## src/rtl/multicycle_adder_pkg.sv

```systemverilog
// multicycle_adder_pkg: shared state encoding and sizing helpers
package multicycle_adder_pkg;
  typedef enum logic [1:0] {IDLE, RUN, DONE} state_t;
  function automatic int nchunk_of(input int width, input int chunk);
    return width / chunk;
  endfunction
  function automatic int idx_w_of(input int n);
    return n > 1 ? $clog2(n) : 1;
  endfunction
endpackage

```

## src/rtl/chunk_adder.sv

```systemverilog
// chunk_adder: combinational CHUNK-bit ripple-carry slice
module chunk_adder #(
  parameter int CHUNK = 4
) (
  input  logic [CHUNK-1:0] x,
  input  logic [CHUNK-1:0] y,
  input  logic             ci,
  output logic [CHUNK-1:0] s,
  output logic             co,
  output logic             c_msb_in
);
  logic [CHUNK:0] c;
  assign c[0] = ci;
  for (genvar i = 0; i < CHUNK; i++) begin : g_bit
    assign s[i]   = x[i] ^ y[i] ^ c[i];
    assign c[i+1] = (x[i] & y[i]) | (c[i] & (x[i] ^ y[i]));
  end
  assign co       = c[CHUNK];
  assign c_msb_in = c[CHUNK-1];
endmodule

```

## src/rtl/multicycle_adder.sv

```systemverilog
// multicycle_adder: N-bit add/subtract evaluated CHUNK bits per clock
module multicycle_adder
  import multicycle_adder_pkg::*;
#(
  parameter int WIDTH = 16,
  parameter int CHUNK = 4
) (
  input  logic             clk,
  input  logic             rst,
  input  logic             in_valid,
  output logic             in_ready,
  input  logic [WIDTH-1:0] a,
  input  logic [WIDTH-1:0] b,
  input  logic             cin,
  input  logic             sub,
  output logic             out_valid,
  input  logic             out_ready,
  output logic [WIDTH-1:0] sum,
  output logic             cout,
  output logic             ovf
);
  localparam int NCHUNK = nchunk_of(WIDTH, CHUNK);
  localparam int IW = idx_w_of(NCHUNK);
  state_t state, state_n;
  logic [IW-1:0] idx;
  logic [WIDTH-1:0] a_r, b_r, sum_r;
  logic carry, cout_r, ovf_r, last, co, cm;
  logic [CHUNK-1:0] xs, ys, s;
  chunk_adder #(.CHUNK(CHUNK)) u_chunk (
    .x(xs), .y(ys), .ci(carry), .s(s), .co(co), .c_msb_in(cm)
  );
  always_comb begin
    xs = a_r[idx*CHUNK +: CHUNK];
    ys = b_r[idx*CHUNK +: CHUNK];
    last = idx == IW'(NCHUNK - 1);
    state_n = state;
    case (state)
      IDLE:    state_n = in_valid ? RUN : IDLE;
      RUN:     state_n = last ? DONE : RUN;
      DONE:    state_n = out_ready ? IDLE : DONE;
      default: state_n = IDLE;
    endcase
  end
  always_ff @(posedge clk) begin
    if (rst) begin
      state  <= IDLE;
      idx    <= '0;
      carry  <= 1'b0;
      a_r    <= '0;
      b_r    <= '0;
      sum_r  <= '0;
      cout_r <= 1'b0;
      ovf_r  <= 1'b0;
    end else begin
      state <= state_n;
      if (state == IDLE && in_valid) begin
        a_r   <= a;
        b_r   <= sub ? ~b : b;
        carry <= sub | cin;
        idx   <= '0;
      end else if (state == RUN) begin
        sum_r[idx*CHUNK +: CHUNK] <= s;
        carry <= co;
        idx   <= idx + 1'b1;
        if (last) begin
          cout_r <= co;
          ovf_r  <= co ^ cm;
        end
      end
    end
  end
  assign in_ready  = state == IDLE;
  assign out_valid = state == DONE;
  assign sum       = sum_r;
  assign cout      = cout_r;
  assign ovf       = ovf_r;
endmodule
```

## config.mk

```make
export PLATFORM = sky130hd
export DESIGN_NAME = multicycle_adder
export DESIGN_NICKNAME = d
export VERILOG_FILES = /design/src/rtl/multicycle_adder_pkg.sv /design/src/rtl/chunk_adder.sv /design/src/rtl/multicycle_adder.sv
export SDC_FILE = /design/constraint.sdc
export NUM_CORES = 1
export LEC_CHECK = 0
export ABC_AREA = 1
export CELL_PAD_IN_SITES_DETAIL_PLACEMENT = 1
export CELL_PAD_IN_SITES_GLOBAL_PLACEMENT = 2
export CORE_AREA = 5 5 101 103
export DETAILED_ROUTE_END_ITERATION = 16
export DIE_AREA = 0 0 106 108
export PLACE_DENSITY_LB_ADDON = 0.15
export SLEW_MARGIN = 20
export SYNTH_ARGS = -nofsm -noshare
export SYNTH_HDL_FRONTEND = slang
export SYNTH_SLANG_ARGS = --single-unit
```

## constraint.sdc

```tcl
create_clock -name clk -period 4.5 [get_ports clk]
set_clock_uncertainty 0.05 [all_clocks]
set_input_delay 0.675 -clock clk [delete_from_list [all_inputs] [get_ports clk]]
set_output_delay 0.675 -clock clk [all_outputs]
set_load 0.005 [all_outputs]
```

After elaboration in Yosys (flattened, before gate mapping)

Cells that the tools add are included.

Add/subtract/negate cells: 2
$mul: 0
Divide/modulo/power cells: 0
Magnitude comparators: 0
Eq/ne operators: 3
Shifts and indexed selects: 4
Muxes and demuxes: 8
Bitwise operators: 24
Reductions and logical operators: 6

Operators with widths:

| operator                                               | count |
|---|---|
| negator 4 -> 34 bit                                    | 1 |
| variable shift 4 x 34 -> 16 bit (first input constant) | 1 |
| indexed part select 4 x 34 -> 16 bit                   | 1 |
| indexed part select 16 x 5 -> 4 bit                    | 2 |
| bitwise mux 16 bit                                     | 1 |
| 2-to-1 mux 16 bit                                      | 1 |
| NOT 16 bit                                             | 1 |
| bitwise XOR 1 bit                                      | 9 |
| bitwise AND 1 bit                                      | 8 |
| one-hot mux 2 bit (3 select lines)                     | 1 |
| bitwise OR 1 bit                                       | 5 |
| equality test 2 bit (second input constant)            | 2 |
| 2-to-1 mux 2 bit                                       | 2 |
| 2-to-1 mux 1 bit                                       | 3 |
| AND reduction 3 bit                                    | 1 |
| adder 2 x 1 -> 2 bit (second input constant)           | 1 |
| equality test 2 x 1 -> 1 bit (second input constant)   | 1 |
| zero test 2 bit                                        | 1 |
| AND reduction 2 bit                                    | 1 |
| nonzero test 2 bit                                     | 1 |
| OR reduction 2 bit                                     | 1 |
| logical AND 1 bit                                      | 1 |
| NOT 1 bit                                              | 1 |

Register bits after elaboration: 55
Bits in latches: 0
Bits in writable memories: 0
Memory bits (read-only): 0
Input port bits: 38
Output and inout port bits: 20
Word-level logic and storage cells: 55
Memories kept: 0

Logic depth before layout (Yosys ltp)

Depth in word-level cells: 12
Mapped depth: 16

Modules after synthesis

Synthesis repeated with hierarchy kept, for this count alone.

Cell total of the unflattened synthesis: 349
Area, all modules: 2577.5 um^2

By module, submodules not included:

| module           | times used | cells each | area an instance (um^2) | sequential area each (um^2) |
|---|---|---|---|---|
| multicycle_adder | 1          | 337        | 2467.4                  | 1101.1 |
| chunk_adder      | 1          | 12         | 110.1                   | 0.0 |

Worst setup path after synthesis

OpenSTA, ideal clock, no wires.

Path type: register to register
Start point: register idx[0]
End point: register sum_r[7] (netlist: sum[7])
Library setup time: 117 ps
Data arrival time: 2623 ps
Required time: 4333 ps
Path slack: 1710 ps
Cell stages (with the launch flop): 16
Path buffers: 1
Cells stage by stage: dfxtp_1 > buf_2 > nand2_1 > o21ai_0 > a21oi_1 > fa_1 > fa_1 > inv_1 > fa_1 > fa_1 > nand2_1 > nor2_1 > nand2_1 > nand2_1 > inv_1 > nor2_1

Cells in the longest elaborated chain, start to end: 11

RTL lines:

| element                                                | RTL line                                       | text |
|---|---|---|
| from (decl)                                            | multicycle_adder.sv:25                         | `logic [IW-1:0] idx;` |
| from (signal assigned)                                 | multicycle_adder.sv:64                         | `idx <= idx + 1'b1;` |
| indexed part select 16 x 5 -> 4 bit (on tied branches) | multicycle_adder.sv:33, multicycle_adder.sv:34 |  |
| bitwise XOR 1 bit                                      | chunk_adder.sv:15, chunk_adder.sv:16           |  |
| bitwise AND 1 bit                                      | chunk_adder.sv:16                              | `assign c[i+1] = (x[i] & y[i]) \| (c[i] & (x[i] ^ y[i]));` |
| bitwise OR 1 bit                                       | chunk_adder.sv:16                              |  |
| bitwise AND 1 bit                                      | chunk_adder.sv:16                              |  |
| bitwise OR 1 bit                                       | chunk_adder.sv:16                              |  |
| bitwise AND 1 bit                                      | chunk_adder.sv:16                              |  |
| bitwise OR 1 bit                                       | chunk_adder.sv:16                              |  |
| bitwise XOR 1 bit                                      | chunk_adder.sv:15                              | `assign s[i] = x[i] ^ y[i] ^ c[i];` |
| indexed part select 4 x 34 -> 16 bit                   | multicycle_adder.sv:62                         | `sum_r[idx*CHUNK +: CHUNK] <= s;` |
| bitwise mux 16 bit (*)                                 | multicycle_adder.sv:62                         |  |
| to (signal, indexed assignment)                        | multicycle_adder.sv:62                         |  |
| to (decl)                                              | multicycle_adder.sv:26                         | `logic [WIDTH-1:0] a_r, b_r, sum_r;` |

Mark *: on every way between the ends. The rest lies on a longest branch, timed or not.
A chain may end at the register's enable or synchronous reset.

Final worst setup path

Same ends and word-level chain as after synthesis.

==> metrics.cfg <==
[logic_synthesis]
synth_compound_area_share_pct = 14.05
synth_area_sq_um = 2654
async_reset_ff_share_pct = 0
yosysTopAreaCellShare_pct = 41.49
synthMuxAreaShare_pct = 0
synth-simple-area-share_pct = 25.18
yosysWarnings = 0
ys_types = 22
synth-edff-count = 0
yosys.area_share.adder_pct = 5.846
yosysSeqAreaShare_pct = 41.49
synthXorXnorAreaFrac_pct = 5.611
synthesis.nets = 426
synth.avg_cell_area_sq_um = 7.021
yosys.cell_count.top_type = nor2_1
synth_area_leader_cell = dfxtp_1
ys.flop_type = dfxtp_1
yosys-top-cells-count = nor2_1, nand2_1, dfxtp_1
synth_cells = 378
synth_top_family_by_area = simple AND/OR/NAND/NOR gates
ys_seq_elements = 55
ys_top_cells_by_area = dfxtp_1, nor2_1, nand2_1, o21ai_0, inv_1

[hold_path]
hold_class = reg2reg

[global_route]
track_usage_pct = 12.73
grt_pass1_vias = 2490
grt.overflow.total = 0
grt_pass1_wl_mm = 11.83
grt_max_degree = 31
antenna_found_initial = 0

[clock_tree]
clock_latency_ns = 0.30
clkSlewWorstSetupHoldPaths_ns = 0.09
cts_buffers = 5
cts_root_buf = clkbuf_8
cts_sinks = 55
holdBufCountCts = 0
h-tree-depth = 2
cts_buffer_depth = 2
postCtsSetupBuffers = 0
cts-resized-gates = 0
cts_tree = yes

[floorplan]
die_w_um = 106
io_pins = 58
die_area_sq_um = 11450
rows = 35
fp.coreArea_sq_um = 9109
start_util_pct = 29.13
die_y_um = 108

[detailed_routing]
drc = 0
drt-wirelength-per-cell_um = 12.94
drtIter0Drc = 64
dr.pass1.iters = 4
ant_nets = 0
drt_wl_total_mm = 6.977
vias = 2438
via_per_inst = 4.523

[worst_setup_path]
cp_max_fo = 19
crit_slowest_cell = dfxtp_1
crit_family = adder cells
cpPeakStageDelay_ns = 0.73
cp-end-kind = flop
path_class = reg2reg
worst-path-buf-inv = 3
cp.required_ns = 4.69
cp_cell_sequence = inv_2, nor2_1, nor2_1, a21oi_1, fa_1, fa_1, inv_1, fa_1, fa_1, nand2_1, nor2_1, nand2_1, nand2_1, inv_1, nor2_1
start_kind = flop
arrival_ns = 3.51

[final_layout]
antennaDiodeCount = 0
fillers = 1159
fin_nets = 477
final_layout_size_suffix_gt1_share_pct = 3.271
area_delta_synth_final_pct = 27.30

[place]
port_buffers = 57
gp_congestion = 0.7470
dp_hpwl_mm = 5.439

[timing]
slew_violations = 0
tightest_slew_ns = 0.8759
hold_viol_final = 0
min_period_ns = 3.314
max-slew-margin-rel_pct = 41.42
rsz0062_at_grt = false
setup_viol = 0
fin_tns_setup_ns = 0
period_share_pct = 73.64
timing.hold.ws_ns = 0.4174
fmax_ghz = 0.3018

[power_and_ir_drop]
sw_frac_of_total_pct = 28.14
comb_power_share_pct = 19.9
p_sw_uw = 279.8
powerDensity_nw_per_um2 = 294.3
power.internal_uw = 714.6
irDropWorstVdd_mv = 0.09992
finalPower_uw = 994.4
p_leak_uw = 0.001426
pwr-share-clk_pct = 25.9
seqPwrFrac_pct = 54.1

[run_status]
status = completed

[run]
maxCapViolCount = 0

[sequential cells by signal, indices dropped and copies added (netlist names)]
name,flops
sum,16
carry,1
b_r,16
ovf,1
cout,1
a_r,16
state,2
idx,2
[metrics by stage]
step / instances / setup slack [ns] / util (%) / area [sq um]
floorplan: 378 / 1.710 / - / 2654
global placement: 533 / 1.268 / 36.29 / 3306
detailed placement: 533 / 1.134 / 36.29 / 3306
CTS: 539 / 1.108 / 37.09 / 3378
global route: 539 / 0.7609 / 37.09 / 3378
finish: 539 / 1.186 / 37.09 / 3378
[routing by layer]
layer / share of wire, % / up-vias / track usage, %
met1: 45 / 1123 / 14.77
met3: 2.6 / 2 / 2.388
met2: 52 / 31 / 24.27
li1: - / 1282 / -
met5: 0 / - / 0
met4: 0.52 / 0 / 2.775
[final timing paths]
check          from  endpoint  slack (ns)  cells past startpoint
max          idx[0]    sum[7]        1.19                     15
min          a_r[1]    a_r[1]        0.42                      2
max reg2reg  idx[0]    sum[7]        1.19                     15
min reg2reg  a_r[1]    a_r[1]        0.42                      2
[cells by family (layout without fill, tap and decap cells)]
kind of cell / Yosys count / in the layout
flip-flops: 55 / 55
XOR/XNOR: 17 / 17
adder cells (fa/ha/maj): 10 / 10
AND/OR/NAND/NOR: 172 / 172
buffers and inverters: 50 / 100
AO/OA/AOI/OAI: 74 / 74
[placed cells by master (no fill, tap or decap)]
cell             instances
o22ai_1                  2
inv_2                    2
nor3_1                   2
clkbuf_1                 1
inv_1                   31
clkbuf_8                 5
ha_1                     6
buf_4                    3
clkinv_1                 1
nand2_1                 75
nor2_1                  83
clkdlybuf4s50_1         57
xnor2_1                  8
fa_1                     4
nand3_1                  8
xor2_1                   9
a21oi_1                 20
nand2_2                  1
dfxtp_1                 55
nor2_2                   3
o21ai_0                 52
[power groups by stage]
stage | Clock [uW] | Combinational (uW) | Sequential (uW)
2_1_floorplan | 0 | 127 | 543
5_1_grt | 289 | 231 | 543
3_3_place_gp | 0 | 201 | 550
4_1_cts | 275 | 205 | 539
3_5_place_dp | 0 | 205 | 550
6_report | 258 | 198 | 538
[area by class of cell]
| type | instances | area [sq um] | area share, % |
|---|---|---|---|
| Clock buffer | 6 | 72.57 | 2.148 |
| Inverter | 34 | 127.6 | 3.778 |
| Multi-Input combinational cell | 273 | 1345 | 39.81 |
| Sequential cell | 55 | 1101 | 32.59 |
| Tap cell | 111 | 138.9 | 4.111 |
| Timing Repair Buffer | 60 | 593.1 | 17.56 |
[worst min-delay path, stage by stage (launching register included)]
cell,delay [ns]
dfxtp_1,0.31
inv_1,0.06
a21oi_1,0.06
Power figures use the tool's default switching activity.
